**src/rtl/conv_fetch.sv**
```systemverilog
// Window-fetch sequencer for the 3x3 convolution MAC: raster-scans a 64x64 image,
// fetches the in-range neighbours of each window column-major and strobes results.
module conv_fetch #(
  parameter int DATA_W = 16
) (
  input  logic              clk,
  input  logic              reset,
  input  logic              ready,
  output logic              busy,
  output logic [11:0]       iaddr,
  input  logic [DATA_W-1:0] idata,
  output logic [DATA_W-1:0] pi0,
  output logic [DATA_W-1:0] pi1,
  output logic [DATA_W-1:0] pi2,
  output logic [3:0]        cnt_pixel,
  output logic [5:0]        cnt_length,
  output logic [5:0]        cnt_width,
  output logic              flag_corner,
  output logic              flag_upbot,
  output logic              flag_lfri,
  output logic              conv_valid,
  output logic [11:0]       caddr,
  output logic              done
);

  // state | meaning
  // IDLE  | waiting for ready; also the cycle carrying the final strobe (busy still 1)
  // FETCH | one in-range neighbour fetched and captured per cycle
  // HOLD  | all pixels captured; position held so the MAC registers its last group
  typedef enum logic [1:0] {IDLE, FETCH, HOLD} state_t;

  state_t     state;
  logic [1:0] kr, kc;    // kernel row/column offset of the pixel at iaddr (0..2)
  logic [1:0] sel;       // pixel slot for the next capture
  logic [1:0] r_lo, r_hi, c_hi;
  logic [1:0] nkr, nkc;
  logic       edge_r, edge_c, last_pix, last_win;
  logic [5:0] ny, nx;

  function automatic logic [11:0] addr_of(input logic [5:0] y, input logic [5:0] x,
                                          input logic [1:0] r, input logic [1:0] c);
    logic [5:0] ay, ax;
    ay = y + {4'b0, r} - 6'd1;
    ax = x + {4'b0, c} - 6'd1;
    return {ay, ax};
  endfunction

  assign edge_r      = (cnt_length == 6'd0) || (cnt_length == 6'd63);
  assign edge_c      = (cnt_width == 6'd0) || (cnt_width == 6'd63);
  assign flag_corner = edge_r & edge_c;
  assign flag_upbot  = edge_r & ~edge_c;
  assign flag_lfri   = edge_c & ~edge_r;

  assign r_lo = (cnt_length == 6'd0)  ? 2'd1 : 2'd0;
  assign r_hi = (cnt_length == 6'd63) ? 2'd1 : 2'd2;
  assign c_hi = (cnt_width == 6'd63)  ? 2'd1 : 2'd2;

  assign last_pix = (kr == r_hi) && (kc == c_hi);
  assign last_win = (cnt_length == 6'd63) && (cnt_width == 6'd63);

  // column-major walk: step down the kernel column, then move to the next column
  assign nkr = (kr == r_hi) ? r_lo : kr + 2'd1;
  assign nkc = (kr == r_hi) ? kc + 2'd1 : kc;

  assign nx = cnt_width + 6'd1;
  assign ny = (cnt_width == 6'd63) ? cnt_length + 6'd1 : cnt_length;

  always_ff @(posedge clk) begin
    if (reset) begin
      state      <= IDLE;
      busy       <= 1'b0;
      iaddr      <= '0;
      pi0        <= '0;
      pi1        <= '0;
      pi2        <= '0;
      cnt_pixel  <= '0;
      cnt_length <= '0;
      cnt_width  <= '0;
      conv_valid <= 1'b0;
      caddr      <= '0;
      done       <= 1'b0;
      kr         <= 2'd1;
      kc         <= 2'd1;
      sel        <= 2'd0;
    end else begin
      case (state)
        IDLE: begin
          conv_valid <= 1'b0;
          done       <= 1'b0;
          busy       <= 1'b0;
          if (ready && !busy) begin
            state      <= FETCH;
            busy       <= 1'b1;
            cnt_length <= '0;
            cnt_width  <= '0;
            kr         <= 2'd1;
            kc         <= 2'd1;
            iaddr      <= '0;
            cnt_pixel  <= '0;
            sel        <= 2'd0;
          end
        end
        FETCH: begin
          conv_valid <= 1'b0;
          done       <= 1'b0;
          case (sel)
            2'd0:    pi0 <= idata;
            2'd1:    pi1 <= idata;
            default: pi2 <= idata;
          endcase
          sel       <= (sel == 2'd2) ? 2'd0 : sel + 2'd1;
          cnt_pixel <= cnt_pixel + 4'd1;
          if (last_pix) begin
            state <= HOLD;
          end else begin
            kr    <= nkr;
            kc    <= nkc;
            iaddr <= addr_of(cnt_length, cnt_width, nkr, nkc);
          end
        end
        HOLD: begin
          conv_valid <= 1'b1;
          caddr      <= {cnt_length, cnt_width};
          cnt_pixel  <= '0;
          sel        <= 2'd0;
          if (last_win) begin
            done  <= 1'b1;
            state <= IDLE;
          end else begin
            state      <= FETCH;
            cnt_length <= ny;
            cnt_width  <= nx;
            kr         <= (ny == 6'd0) ? 2'd1 : 2'd0;
            kc         <= (nx == 6'd0) ? 2'd1 : 2'd0;
            iaddr      <= addr_of(ny, nx, (ny == 6'd0) ? 2'd1 : 2'd0,
                                  (nx == 6'd0) ? 2'd1 : 2'd0);
          end
        end
        default: state <= IDLE;
      endcase
    end
  end

endmodule

```
**config.mk**
```make
export PLATFORM = sky130hd
export DESIGN_NAME = conv_fetch
export DESIGN_NICKNAME = d
export VERILOG_FILES = /design/src/rtl/conv_fetch.sv
export SDC_FILE = /design/constraint.sdc
export NUM_CORES = 1
export LEC_CHECK = 0
export CAP_MARGIN = 20
export CORE_MARGIN = 2
export CORE_UTILIZATION = 51
export DETAILED_ROUTE_END_ITERATION = 8
export HOLD_SLACK_MARGIN = 0.08
export MAX_ROUTING_LAYER = met4
export PLACE_DENSITY_LB_ADDON = 0.08
export SYNTH_ARGS = -nofsm -noshare
export SYNTH_HDL_FRONTEND = slang
export SYNTH_SLANG_ARGS = --single-unit
export TNS_END_PERCENT = 100
```
**constraint.sdc**
```tcl
create_clock -name clk -period 3.4 [get_ports clk]
set_input_delay 0.68 -clock clk [delete_from_list [all_inputs] [get_ports clk]]
set_output_delay 0.68 -clock clk [all_outputs]
set_load 0.1 [all_outputs]
```
# Yosys cells after proc, flatten, opt, wreduce, memory -nomap -nowiden
# Index checks and enable logic that the tools add are counted.
dict set report word_totals {
  inputBits 19
  elab_cells 109
  ff_bits 99
  out_inout_bits 94
}
dict set report op_classes {
  eq_ne 13
  n_bitwise 6
  muxes 36
  add_sub_neg 14
  reduce_logical 25
}
# op count
set op_table {}
lappend op_table {{$mux W12} 3}
lappend op_table {{$pmux W12 S3} 1}
lappend op_table {{$logic_not A6 Y1} 4}
lappend op_table {{$mux W2} 12}
lappend op_table {{$mux W6} 4}
lappend op_table {{$pmux W2 S3} 4}
lappend op_table {{$pmux W6 S2} 2}
lappend op_table {{$sub A6 B1 Y6 const B} 4}
lappend op_table {{$add A6 B1 Y6} 2}
lappend op_table {{$add A6 B1 Y6 const B} 2}
lappend op_table {{$add A6 B2 Y6} 2}
lappend op_table {{$eq A6 B6 Y1 const B} 2}
lappend op_table {{$pmux W4 S3} 1}
lappend op_table {{$reduce_and A2 Y1} 6}
lappend op_table {{$ne A2 B2 Y1 const B} 5}
lappend op_table {{$add A2 B1 Y2 const B} 3}
lappend op_table {{$mux W1} 6}
lappend op_table {{$add A4 B1 Y4 const B} 1}
lappend op_table {{$eq A2 B1 Y1 const B} 2}
lappend op_table {{$eq A2 B2 Y1} 2}
lappend op_table {{$eq A2 B2 Y1 const B} 2}
lappend op_table {{$logic_not A2 Y1} 2}
lappend op_table {{$mux W4} 1}
lappend op_table {{$pmux W1 S2} 2}
lappend op_table {{other kinds (10)} 19}

# Longest topological paths before layout
dict set report depth {
  depth_word 8
  mapped_depth 17
  depth_no_buf 16
}

# Least setup slack after synthesis
# No wires, ideal clock.
dict set report synth_timing {
  path_type {flip-flop to output port}
  from {register cnt_width[0]}
  to {output port flag_lfri}
  t_arrival_ps 3368
  n_path_buf 2
  stages_incl_launch_ff 7
  required_time_ps 2720
  path_slack_ps -648
  cell_sequence {dfxtp_1 ha_1 buf_4 and3_1 clkbuf_1 a31oi_1 nor2b_1}
}
dict set report synth_between {
  elab_chain_len 3
  elab_cells_between_ends 4
  classes_between {eq/ne (1); bitwise (1); reduce/logical (2)}
}
# item line
set synth_lines {}
lappend synth_lines {{from (decl)} 17} ;# output logic [5:0] cnt_width,
lappend synth_lines {{from (signal assigned)} 132} ;# cnt_width <= nx;
lappend synth_lines {{$eq A6 B6 Y1 or $logic_not A6 Y1 (tied branches)} 49} ;# assign edge_c = (cnt_width == 6'd0) || (cnt_width == 6'd63);
lappend synth_lines {{$logic_or A1 B1 Y1 (*)} 49}
lappend synth_lines {{$and A1 B1 Y1 (*)} 52} ;# assign flag_lfri = edge_c & ~edge_r;
lappend synth_lines {{to (decl)} 20} ;# output logic flag_lfri,
# Mark *: on every way between the ends. The rest lies on a longest branch, timed or not.

# Final worst setup path
dict set report layout_timing {
  from {register cnt_length[2]}
  to {register iaddr[5]}
}
dict set report layout_between {
  elab_chain_len 8
  elab_cells_between_ends 13
  classes_between {add/sub (2); eq/ne (4); mux (4); reduce/logical (3)}
}
# item line
set layout_lines {}
lappend layout_lines {{from (decl)} 16} ;# output logic [5:0] cnt_length,
lappend layout_lines {{from (signal assigned)} 131} ;# cnt_length <= ny;
lappend layout_lines {{$eq A6 B6 Y1 (*)} {55, 59}}
lappend layout_lines {{$mux W2} 55} ;# assign r_hi = (cnt_length == 6'd63) ? 2'd1 : 2'd2;
lappend layout_lines {{$eq A2 B2 Y1} {58, 63}}
lappend layout_lines {{$mux W2} 63} ;# assign nkc = (kr == r_hi) ? kc + 2'd1 : kc;
lappend layout_lines {{$add A6 B2 Y6} 44} ;# ax = x + {4'b0, c} - 6'd1;
lappend layout_lines {{$sub A6 B1 Y6} 44}
lappend layout_lines {{$mux W12} 113} ;# if (last_pix) begin
lappend layout_lines {{$pmux W12 S3} 86} ;# case (state)
lappend layout_lines {{to (signal assigned)} 118} ;# iaddr <= addr_of(cnt_length, cnt_width, nkr, nkc);
lappend layout_lines {{to (signal assigned)} 135} ;# iaddr <= addr_of(ny, nx, (ny == 6'd0) ? 2'd1 : 2'd0,
lappend layout_lines {{to (decl)} 10} ;# output logic [11:0] iaddr,
# Mark *: on every way between the ends. The rest lies on a longest branch, timed or not. The select of a mux whose other input is x is not followed.
# A chain may end at the register's enable or synchronous reset.

==> flow_metrics.tcl <==
set metrics [dict create \
    status "finished clean" \
    drtAntennaViolNets 0 \
    cts-root-buf "clkbuf_8" \
    overflow 0 \
    cp_slowest_stage_delay_ns 0.45 \
    tightest_slew_ns 1.00 \
    setup_viol 0 \
    critPathMostFrequentCell "ha_1" \
    async_flop_share 0 \
    total_power_uw 2830 \
    fin_crit_ns 3.16 \
    port_buffers 112 \
    yosys.area.top_type "dfxtp_1" \
    synthTopCellsByArea "dfxtp_1, ha_1, nand2_1" \
    dr_total_vias 4689 \
    fin_cells 866 \
    p_leak_uw 0.00246 \
    cp_top_family "adder cells" \
    place.gp.congestion 0.923 \
    ys_types 60 \
    antenna_found_initial 0 \
    synth_seq_cells 99 \
    cts_buffers 9 \
    drv_cap 0 \
    die_w_um 104 \
    ir_drop_mv 0.334 \
    syn_inst 624 \
    critPathRequiredTime_ns 3.68 \
    drc 0 \
    drive_gt1_frac 0.139 \
    dpl.hpwl_um 9590 \
    power_density_mw_per_mm2 440 \
    io_pins 113 \
    fin_util 0.661 \
    crit_buf_inv 2 \
    hp-class "reg2reg" \
    synth_edf_count 0 \
    synth.top_cell.area_share 0.390 \
    viasPerCell 5.41 \
    critPathKind "reg2reg" \
    grt_max_degree 47 \
    crit_start "cnt_length[2]$_SDFFE_PP0P_" \
    cts.reportedPaths.clkPinSlew_ns 0.11 \
    drt_iter0_drc 171 \
    rsz0062_at_grt "no" \
    area_growth_pct 26.6 \
    ys.flop_type "dfxtp_1" \
    drt-pass1-iter-count 5 \
    avgSynthCellArea_sq_um 8.13 \
    grt_first_pass_wirelength_um 22200 \
    crit_path_start_kind "flip-flop" \
    rows 36 \
    place_inst 848 \
    synth.net_count 681 \
    slowest_stage "dfxtp_2" \
    finalHoldViolations 0 \
    dieArea_sq_mm 0.0108 \
    n_antenna_cell 0 \
    crit_fanout 10 \
    hp-start "pi2[0]$_SDFFE_PP0P_" \
    fmax_mhz 317 \
    netlist_area_sq_mm 0.00508 \
    wl_per_cell_um 15.5 \
    worstReg2RegStart "cnt_length[2]$_SDFFE_PP0P_" \
    core_area_sq_mm 0.00973 \
    arrival_ns 3.43 \
    relSlewSlack 0.330 \
    final.setup_skew_ns 0.0141 \
    slew_violations 0 \
    yosys_warnings 0 \
    finalSetupTns_ns 0 \
    ys_seq_area_frac 0.390 \
    track_usage 0.260 \
    initial_core_util 0.522 \
    die_y_um 104 \
    cts.path.max_buffers 2 \
    cts_sinks 99 \
    cts_tree "yes" \
    fin_crit_sh 0.928 \
    path_cells "ha_1 > nand3_2 > mux2i_4 > buf_4 > xnor2_1 > ha_1 > inv_1 > ha_1 > fa_1 > a21o_1 > a21oi_1 > xnor2_1 > a2bb2oi_1 > a21oi_1" \
    end_kind "flip-flop" \
    totalWireLength_um 13400 \
    grt_pass1_vias 4421 \
    clk_latency_ns 0.39 \
    htreeDepth 3 \
    fin_nets 785 \
]
-- cell usage after synthesis (2+ instances only) --
master,instances
a21o_1,2
a21oi_1,82
a22oi_1,3
a2bb2oi_1,2
a31oi_1,3
and2_1,4
and3_1,3
buf_1,2
buf_2,5
buf_4,2
buf_6,2
clkbuf_1,24
dfxtp_1,99
fa_1,2
ha_1,36
inv_1,27
mux2i_1,15
nand2_1,114
nand2b_1,7
nand3_1,13
nand3_2,2
nand4_1,4
nor2_1,58
nor2b_1,6
nor3_1,9
nor3_2,2
nor3b_1,4
nor4_1,3
o211ai_1,3
o21ai_0,23
o21ai_1,6
o21bai_1,3
o221ai_1,3
or3_1,4
xnor2_1,16
xor2_1,7
-- per-stage QoR --
step	setup slack [ns]	hold slack [ns]	cell area (sq um)
floorplan	-0.144	0.491	5090
global placement	0.264	0.441	6220
detailed placement	0.150	0.446	6220
CTS	0.126	0.462	6410
global route	0.0202	0.475	6430
finish	0.245	0.459	6430
-- registers in the layout (all words and copies together) (netlist names) --
name,cells
busy,1
caddr,12
cnt_length,6
cnt_pixel,4
cnt_width,6
conv_valid,1
done,1
iaddr,12
kc,2
kr,2
pi0,16
pi1,16
pi2,16
sel,2
state,2
-- cells by family (layout without fill, tap and decap cells) --
logic type               Yosys count  in the layout  share of synthesized area
AND/OR/NAND/NOR                  239            239                      0.213
AO/OA/AOI/OAI                    144            144                      0.169
flip-flops                        99             99                      0.390
buffers and inverters             63            172                     0.0523
adder cells (fa/ha/maj)           38             38                     0.0966
XOR/XNOR                          24             24                     0.0429
multiplexers                      17             17                     0.0362
-- cells in the final DEF (no fill, tap or decap), types with 3 or more instances in the layout --
master           instances
nand2b_1                 7
mux2i_1                 15
nor3b_1                  4
ha_1                    35
nor2_1                  57
nand3_1                 13
o221ai_1                 3
xor2_1                   7
clkdlybuf4s50_1         65
a22oi_1                  3
xnor2_1                 16
o211ai_1                 3
nand2_1                114
a31oi_1                  3
buf_4                   61
and2_1                   4
dfxtp_2                  6
nor4_1                   3
nor2b_1                  4
clkbuf_8                10
a21oi_1                 82
or3_1                    4
nor3_1                   9
o21ai_1                  6
and3_1                   3
nand4_1                  4
o21bai_1                 3
o21ai_0                 23
inv_1                   27
dfxtp_1                 93
-- power by group --
group | leakage [uW] | internal (uW) | switching, uW | total (uW)
sequential | 0.000805 | 1210 | 36.8 | 1250
combinational | 0.00156 | 205 | 609 | 813
clock | 0.0000969 | 302 | 462 | 764
total | 0.00246 | 1720 | 1110 | 2830
-- worst paths after layout --
kind         slack, ns  cells after the start               endpoint
max               0.24                     14  iaddr[5]$_SDFFE_PP0P_
min               0.46                      2    pi2[0]$_SDFFE_PP0P_
max reg2reg       0.24                     14  iaddr[5]$_SDFFE_PP0P_
min reg2reg       0.46                      2    pi2[0]$_SDFFE_PP0P_
-- area by class of cell --
type	instances	area, sq um
tap	133	166
sequential	99	1990
multi-input combinational	462	2840
inverter	28	105
timing repair buffer	128	1130
clock buffer	10	138
fill	889	3300
clock inverter	6	56.3
-- per-layer routing --
layer  track usage  share of wire
met5             -              0
met2         0.416           0.47
met3        0.0346          0.052
met4        0.0792          0.017
met1         0.346           0.46
-- worst register-to-register path, delay by kind of cell, from the launching register on --
family	cells	cell delay, ns
fa+ha+maj	4	1.01
compound gates	4	0.59
flops	1	0.45
xor+xnor	2	0.36
mux	1	0.25
simple gates	1	0.19
buf+inv	2	0.19
-- repair_timing --
action / CTS / global route
hold buffers: 0 / 0
resized for setup: 0 / 1
setup buffers: 0 / 2
endpoints found under the hold margin: 0 / 0
endpoints found under the setup margin: 0 / 1
(Power assumes the default switching activity.)
